$ cat src/rtl/vm_pkg.sv
// Shared vending-machine constants and types used by the key debouncer and the LED/buzzer pulse controller.
package vm_pkg;

    localparam int SYS_CLK_HZ       = 50_000_000;
    localparam int TICK_20MS_DIV    = 1_000_000;
    localparam int HOLD_TICKS_DEF   = 25;
    localparam int BLINK_TICKS_DEF  = 5;
    localparam int VM_NCH           = 4;

    typedef enum logic {
        CH_IDLE   = 1'b0,
        CH_ACTIVE = 1'b1
    } chan_state_t;

endpackage

$ cat src/rtl/led_pulse_ctrl_if.sv
// Event-flag in / LED-level out bundle between the vend control FSM and the pulse controller.
interface led_pulse_ctrl_if #(
    parameter int NCH = 4
);
    logic [NCH-1:0] flag_in;
    logic [NCH-1:0] blink_en;
    logic [NCH-1:0] led_out;
    logic [NCH-1:0] busy;

    modport master (
        output flag_in,
        output blink_en,
        input  led_out,
        input  busy
    );

    modport slave (
        input  flag_in,
        input  blink_en,
        output led_out,
        output busy
    );
endinterface

$ cat src/rtl/led_chan.sv
// One LED/buzzer channel: a trigger starts a timed on-window, either steady or blinking.
//
//   state     | meaning
//   ----------+--------------------------------------------------------
//   CH_IDLE   | output off, counters parked at 0
//   CH_ACTIVE | window running; remaining counts ticks, phase paces blink
module led_chan
    import vm_pkg::*;
#(
    parameter int HOLD_TICKS  = HOLD_TICKS_DEF,
    parameter int BLINK_TICKS = BLINK_TICKS_DEF
) (
    input  logic sclk,
    input  logic rst,
    input  logic tick,
    input  logic flag,
    input  logic blink,
    output logic led,
    output logic busy
);

    localparam int RW = $clog2(HOLD_TICKS + 1);
    localparam int PW = $clog2(BLINK_TICKS + 1);
    localparam logic [RW-1:0] REM_LOAD   = RW'(HOLD_TICKS);
    localparam logic [PW-1:0] PHASE_LOAD = PW'(BLINK_TICKS);

    chan_state_t   state, state_nxt;
    logic [RW-1:0] remaining, remaining_nxt;
    logic [PW-1:0] phase, phase_nxt;
    logic          mode, mode_nxt;
    logic          led_nxt;

    always_ff @(posedge sclk) begin
        if (rst) begin
            state     <= CH_IDLE;
            remaining <= '0;
            phase     <= '0;
            mode      <= 1'b0;
            led       <= 1'b0;
        end else begin
            state     <= state_nxt;
            remaining <= remaining_nxt;
            phase     <= phase_nxt;
            mode      <= mode_nxt;
            led       <= led_nxt;
        end
    end

    // A flag always wins over a same-cycle tick, so a retrigger never loses time.
    always_comb begin
        state_nxt     = state;
        remaining_nxt = remaining;
        phase_nxt     = phase;
        mode_nxt      = mode;
        led_nxt       = led;
        if (flag) begin
            state_nxt     = CH_ACTIVE;
            remaining_nxt = REM_LOAD;
            phase_nxt     = PHASE_LOAD;
            mode_nxt      = blink;
            led_nxt       = 1'b1;
        end else if (state == CH_ACTIVE && tick) begin
            if (remaining == RW'(1)) begin
                state_nxt     = CH_IDLE;
                remaining_nxt = '0;
                phase_nxt     = '0;
                led_nxt       = 1'b0;
            end else begin
                remaining_nxt = remaining - RW'(1);
                if (mode) begin
                    if (phase == PW'(1)) begin
                        led_nxt   = ~led;
                        phase_nxt = PHASE_LOAD;
                    end else begin
                        phase_nxt = phase - PW'(1);
                    end
                end
            end
        end
    end

    assign busy = (state == CH_ACTIVE);

endmodule

$ cat src/rtl/led_pulse_ctrl.sv
// Shared 20 ms tick prescaler feeding NCH independent LED/buzzer pulse channels.
module led_pulse_ctrl
    import vm_pkg::*;
#(
    parameter int CLK_DIV     = TICK_20MS_DIV,
    parameter int HOLD_TICKS  = HOLD_TICKS_DEF,
    parameter int BLINK_TICKS = BLINK_TICKS_DEF,
    parameter int NCH         = VM_NCH
) (
    input  logic            sclk,
    input  logic            rst,
    led_pulse_ctrl_if.slave bus
);

    localparam int DW = $clog2(CLK_DIV);
    localparam logic [DW-1:0] DIV_MAX = DW'(CLK_DIV - 1);

    logic [DW-1:0] presc;
    logic          tick;

    // Free-running: triggers never restart it, so on-time varies by up to one tick.
    always_ff @(posedge sclk) begin
        if (rst) begin
            presc <= '0;
        end else if (presc == DIV_MAX) begin
            presc <= '0;
        end else begin
            presc <= presc + DW'(1);
        end
    end

    assign tick = (presc == DIV_MAX);

    for (genvar i = 0; i < NCH; i++) begin : g_chan
        led_chan #(
            .HOLD_TICKS  (HOLD_TICKS),
            .BLINK_TICKS (BLINK_TICKS)
        ) u_chan (
            .sclk  (sclk),
            .rst   (rst),
            .tick  (tick),
            .flag  (bus.flag_in[i]),
            .blink (bus.blink_en[i]),
            .led   (bus.led_out[i]),
            .busy  (bus.busy[i])
        );
    end

endmodule

$ cat src/flat_wrapper.sv
// flat-port wrapper written by rule: the top's interface ports become plain ports
module led_pulse_ctrl_flat import vm_pkg::*;
#(
    parameter int CLK_DIV     = TICK_20MS_DIV,
    parameter int HOLD_TICKS  = HOLD_TICKS_DEF,
    parameter int BLINK_TICKS = BLINK_TICKS_DEF,
    parameter int NCH         = VM_NCH
)
  (sclk, rst, bus_flag_in, bus_blink_en, bus_led_out, bus_busy);
  led_pulse_ctrl_if #(.NCH(NCH)) bus_i ();
  input  logic sclk;
  input  logic rst;
  input wire logic [$bits(bus_i.flag_in)-1:0] bus_flag_in;
  input wire logic [$bits(bus_i.blink_en)-1:0] bus_blink_en;
  output wire logic [$bits(bus_i.led_out)-1:0] bus_led_out;
  output wire logic [$bits(bus_i.busy)-1:0] bus_busy;
  assign bus_i.flag_in = bus_flag_in;
  assign bus_i.blink_en = bus_blink_en;
  assign bus_led_out = bus_i.led_out;
  assign bus_busy = bus_i.busy;
  led_pulse_ctrl #(.CLK_DIV(CLK_DIV), .HOLD_TICKS(HOLD_TICKS), .BLINK_TICKS(BLINK_TICKS), .NCH(NCH)) u_core (.sclk(sclk), .rst(rst), .bus(bus_i));
endmodule
$ cat config.mk
export PLATFORM = sky130hd
export DESIGN_NAME = led_pulse_ctrl_flat
export DESIGN_NICKNAME = d
export VERILOG_FILES = /design/src/rtl/vm_pkg.sv /design/src/rtl/led_pulse_ctrl_if.sv /design/src/rtl/led_chan.sv /design/src/rtl/led_pulse_ctrl.sv /design/src/flat_wrapper.sv
export SDC_FILE = /design/constraint.sdc
export NUM_CORES = 1
export LEC_CHECK = 0
export BUFFER_PORTS_ARGS = -buffer_cell sky130_fd_sc_hd__buf_4
export CORE_ASPECT_RATIO = 1.2
export CORE_MARGIN = 8
export CORE_UTILIZATION = 55
export DETAILED_ROUTE_END_ITERATION = 6
export GPL_ROUTABILITY_DRIVEN = 0
export PLACE_DENSITY = 0.76
export SLEW_MARGIN = 30
export SYNTH_ARGS = -nofsm -noshare
export SYNTH_HDL_FRONTEND = slang
export SYNTH_HIERARCHICAL = 1
export SYNTH_SLANG_ARGS = --single-unit
$ cat constraint.sdc
create_clock -name sclk -period 3.3 [get_ports sclk]
set_input_delay 0.99 -clock sclk [delete_from_list [all_inputs] [get_ports sclk]]
set_output_delay 0.99 -clock sclk [all_outputs]
set_load 0.01 [all_outputs]
Yosys cells after proc, flatten, opt, wreduce, memory -nomap -nowiden
Index checks and enable logic that the tools add are counted.
W data, S select, Z words.
{"block": "op_classes", "add_sub_neg": 9, "mul": 0, "div_mod_pow": 0, "n_lt_le_gt_ge": 0, "n_eq_ne": 9, "shift": 0, "n_mux": 64, "n_bitwise": 4, "n_reduce_logical": 45}
{"cell": "$mux W3", "n": 20}
{"cell": "$mux W5", "n": 12}
{"cell": "$mux W1", "n": 32}
{"cell": "$reduce_and A2 Y1", "n": 12}
{"cell": "$reduce_bool A2 Y1", "n": 12}
{"cell": "$reduce_bool A3 Y1", "n": 8}
{"cell": "$add A20 B1 Y20 const B", "n": 1}
{"cell": "$eq A20 B20 Y1 const B", "n": 1}
{"cell": "$eq A5 B1 Y1 const B", "n": 4}
{"cell": "$sub A5 B1 Y5 const B", "n": 4}
{"cell": "$eq A3 B1 Y1 const B", "n": 4}
{"cell": "$reduce_and A3 Y1", "n": 4}
{"cell": "$sub A3 B1 Y3 const B", "n": 4}
{"cell": "$reduce_or A2 Y1", "n": 5}
{"cell": "$logic_and A1 B1 Y1", "n": 4}
{"cell": "$not A1 Y1", "n": 4}
{"block": "totals", "register_bits": 64, "latchBits": 0, "ramBits": 0, "romBits": 0, "out_inout_bits": 8, "elab_cells": 160, "mem_count": 0}

Longest topological paths before layout
{"block": "depth", "word_depth": 6, "mapped_depth": 7, "ltp_nobuf": 7}

Modules after synthesis
Netlist, hierarchy kept.
{"mod": "led_chan", "n_inst": 4, "cells_per_inst": 73, "area_per_inst_um2": 614.3, "seq_area_each_um2": 220.2}
{"mod": "led_pulse_ctrl", "n_inst": 1, "cells_per_inst": 101, "area_per_inst_um2": 905.9, "seq_area_each_um2": 400.4}

Worst setup path after synthesis
Ideal clock, no wire load.
{"block": "synth_timing", "path_kind": "reg-to-reg", "from": "register u_core.presc[0]", "to": "register u_core.g_chan[0].u_chan.remaining[4]", "t_arrival_ps": 3048, "required_time_ps": 3226, "path_slack_ps": 177, "stages_incl_launch_ff": 8, "n_path_buf": 0, "synth_period_minus_slack_ps": 3123, "cell_sequence": "dfxtp_1 > ha_1 > and3_1 > nand3_1 > nor3_1 > nand3_1 > or4b_2 > a31oi_1"}
{"block": "synth_between", "elab_chain_len": 3}
{"element": "from (decl)", "line": "led_pulse_ctrl.sv:18", "rtl": "logic [DW-1:0] presc;"}
{"element": "from (signal assigned)", "line": "led_pulse_ctrl.sv:28", "rtl": "presc <= presc + DW'(1);"}
{"element": "$eq A20 B20 Y1", "line": "led_pulse_ctrl.sv:32", "rtl": "assign tick = (presc == DIV_MAX);"}
{"element": "via u_core.tick", "line": "led_pulse_ctrl.sv:19", "rtl": "logic tick;"}
{"element": "$logic_and A1 B1 Y1", "line": "led_chan.sv:62", "rtl": "end else if (state == CH_ACTIVE && tick) begin"}
{"element": "$reduce_bool A2 Y1 (no source line)"}
{"element": "to (signal assigned)", "line": "led_chan.sv:42", "rtl": "remaining <= remaining_nxt;"}
{"element": "to (decl)", "line": "led_chan.sv:28", "rtl": "logic [RW-1:0] remaining, remaining_nxt;"}
The timed path passes the listed nets, and every way through them passes these cells.
A chain may end at the register's enable or synchronous reset.

Final worst setup path
{"block": "layout_timing", "from": "register u_core.presc[0]", "to": "register u_core.g_chan[3].u_chan.remaining[4]"}
{"block": "layout_between", "elab_chain_len": 3}
{"element": "$eq A20 B20 Y1", "line": "led_pulse_ctrl.sv:32"}
{"element": "via u_core.tick", "line": "led_pulse_ctrl.sv:19"}
{"element": "$logic_and A1 B1 Y1", "line": "led_chan.sv:62"}
{"element": "$reduce_bool A2 Y1 (no source line)"}
{"element": "to (signal assigned)", "line": "led_chan.sv:42"}
{"element": "to (decl)", "line": "led_chan.sv:28"}
The timed path passes the listed nets, and every way through them passes these cells.

==> results.cfg <==
[grt]
antenna_found_initial = 0
grt_pass1_vias = 2747
grt_max_degree = 59
overflow = 0
grt_usage_pct = 16.5
grt_pass1_wl_um = 11800

[synth]
yosysUniqueCellTypes = 44
synthArstFlopShare_pct = 0
yosys_warnings = 6
ys_ff_latch = 64
synthFlopType = dfxtp_1
syn_nets = 420
yosysSeqAreaShare_pct = 38.1
syn_area_per_cell_sq_um = 8.56
synth_cells = 393
syn_area_sq_um = 3360
synth_edf_count = 0

[timing]
worst_slew_pin_slew_ns = 0.592
final.setup.worst_slack_ns = 0.755
period_minus_slack_ns = 2.55
finClkSkew_ns = 0.00687
rsz0062_at_grt = no
hold_viol = 0
finalCritPeriodShare_pct = 77.1
slew_headroom_pct = 60.3
tns_ns = 0
slew_violations = 0
max_freq_mhz = 393
fin_hold_ws_ns = 0.487
finalSetupViolCount = 0

[floorplan]
die_h_um = 102
core_sq_um = 5970
io_pins = 18
die_x_um = 87.4
dieArea_sq_um = 8880
start_util_pct = 56.3
std_cell_rows = 31

[clock_tree]
cts_tree = built
cts_sinks = 64
clk_pin_slew_ns = 0.07
hold_buffers = 0
clk_latency_ns = 0.34
clk_path_buf_depth = 2
cts_made_buffers = 9
root_buffer = clkbuf_8
cts-htree-levels = 3
postCtsSetupBuffers = 0
cts_resized = 0

[power_and_ir_drop]
p_leak_nw = 1.42
total_power_mw = 1.84
vdd_drop_max_uv = 399
powerDensity_nw_per_um2 = 483

[finish]
final_cell_area_sq_um = 3810
fillers = 552
syn_to_final_growth_pct = 13.4
nets = 437
final_cell_mix = dfxtp_1 (64), inv_1 (35), nor2_1 (31)
drive_gt1_share_pct = 12.5
antenna_cells = 0
final_common_cell = dfxtp_1

[placement]
io_buffers = 17
place_hpwl_um = 4630
place_ws_ns = 0.753
dpl-instance-area_sq_um = 3560

[flow_run]
maxCapViolCount = 0

[route]
ant_nets = 0
dr.pass1.iters = 4
num_vias = 2858
wl_per_cell_um = 13.7
drtIter0Drc = 172
routed_wl_um = 6820
viasPerCell = 5.75
remaining_drc_errors = 0

[critical_path]
crit_fanout = 24
worstSetupStartpointType = flop
critical_path_required_ns = 3.56
critPathArrivalTime_ns = 2.80
crit_type = flop to flop
cp-end-kind = flop

[run_status]
outcome = finished clean

[hold_path]
holdCritPathClass = flop to flop
## per-stage QoR
step | util, % | std cells
finish | 63.8 | 497
global route | 63.8 | 497
CTS | 63.8 | 497
detailed placement | 59.6 | 481
global placement | 59.6 | 481
floorplan | - | 393
## state kept, by name (all words and copies together) (netlist names)
| signal | flops |
|---|---|
| u_core/g_chan.u_chan/busy | 4 |
| u_core/g_chan.u_chan/led | 4 |
| u_core/g_chan.u_chan/mode | 4 |
| u_core/g_chan.u_chan/phase | 12 |
| u_core/g_chan.u_chan/remaining | 20 |
| u_core/presc | 20 |
## path summary, 6_finish.rpt
| check | from | to | slack [ns] | cells after the start |
|---|---|---|---|---|
| min reg2reg | u_core/presc[0] | u_core/presc[0] | 0.49 | 1 |
| max reg2reg | u_core/presc[0] | u_core/g_chan[3].u_chan/remaining[4] | 0.75 | 8 |
| max | u_core/presc[0] | u_core/g_chan[3].u_chan/remaining[4] | 0.75 | 8 |
| min | u_core/presc[0] | u_core/presc[0] | 0.49 | 1 |
## cell type report
| cell class | count | area, sq um | share of cell area (%) |
|---|---|---|---|
| Timing Repair Buffer | 19 | 143 | 3.74 |
| Multi-Input combinational cell | 281 | 1900 | 49.9 |
| Inverter | 35 | 131 | 3.45 |
| Tap cell | 82 | 103 | 2.69 |
| Clock inverter | 5 | 103 | 2.69 |
| Sequential cell | 64 | 1280 | 33.6 |
| Clock buffer | 11 | 151 | 3.97 |
## cells in the mapped netlist (all sizes together) (10+ instances only)
cell type  count  area, sq um
nor3          12         60.1
nor2          31          116
nand2         21         78.8
ha            17          213
nand3         23          115
or3           10         62.6
a21oi         27          135
nand4         10         83.8
inv           35          131
dfxtp         64         1280
## cell families after synthesis
| family | share of synthesized area [%] |
|---|---|
| multiplexers | 2.38 |
| flip-flops | 38.1 |
| adder cells (fa/ha/maj) | 6.32 |
| AO/OA/AOI/OAI | 16.7 |
| buffers and inverters | 5.54 |
| XOR/XNOR | 3.91 |
| AND/OR/NAND/NOR | 27.1 |
## per-layer routing
layer  part of all wire [%]  global-route usage, %  wire [um]  vias up
met5                      0                      0          0        -
met1                     44                   18.0       3030     1332
met4                    1.5                   7.56        105        0
met2                     51                   29.4       3470       44
met3                    3.1                   3.90        211        9
li1                       -                      -          -     1473
## report_power, final
group          internal (mW)  switching (mW)  total (mW)
Sequential             0.807          0.0381       0.846
Combinational         0.0745          0.0857       0.160
Clock                  0.542           0.294       0.836
Total                   1.42           0.418        1.84
## critical path: stages, from the launching register on
cell,delay (ns)
dfxtp_1,0.39
ha_1,0.22
and3_1,0.20
nand3_1,0.17
nor3_2,0.21
buf_4,0.27
nand3_1,0.17
or4b_2,0.64
a31oi_1,0.20
No activity file was read; power rests on OpenSTA's default activity.
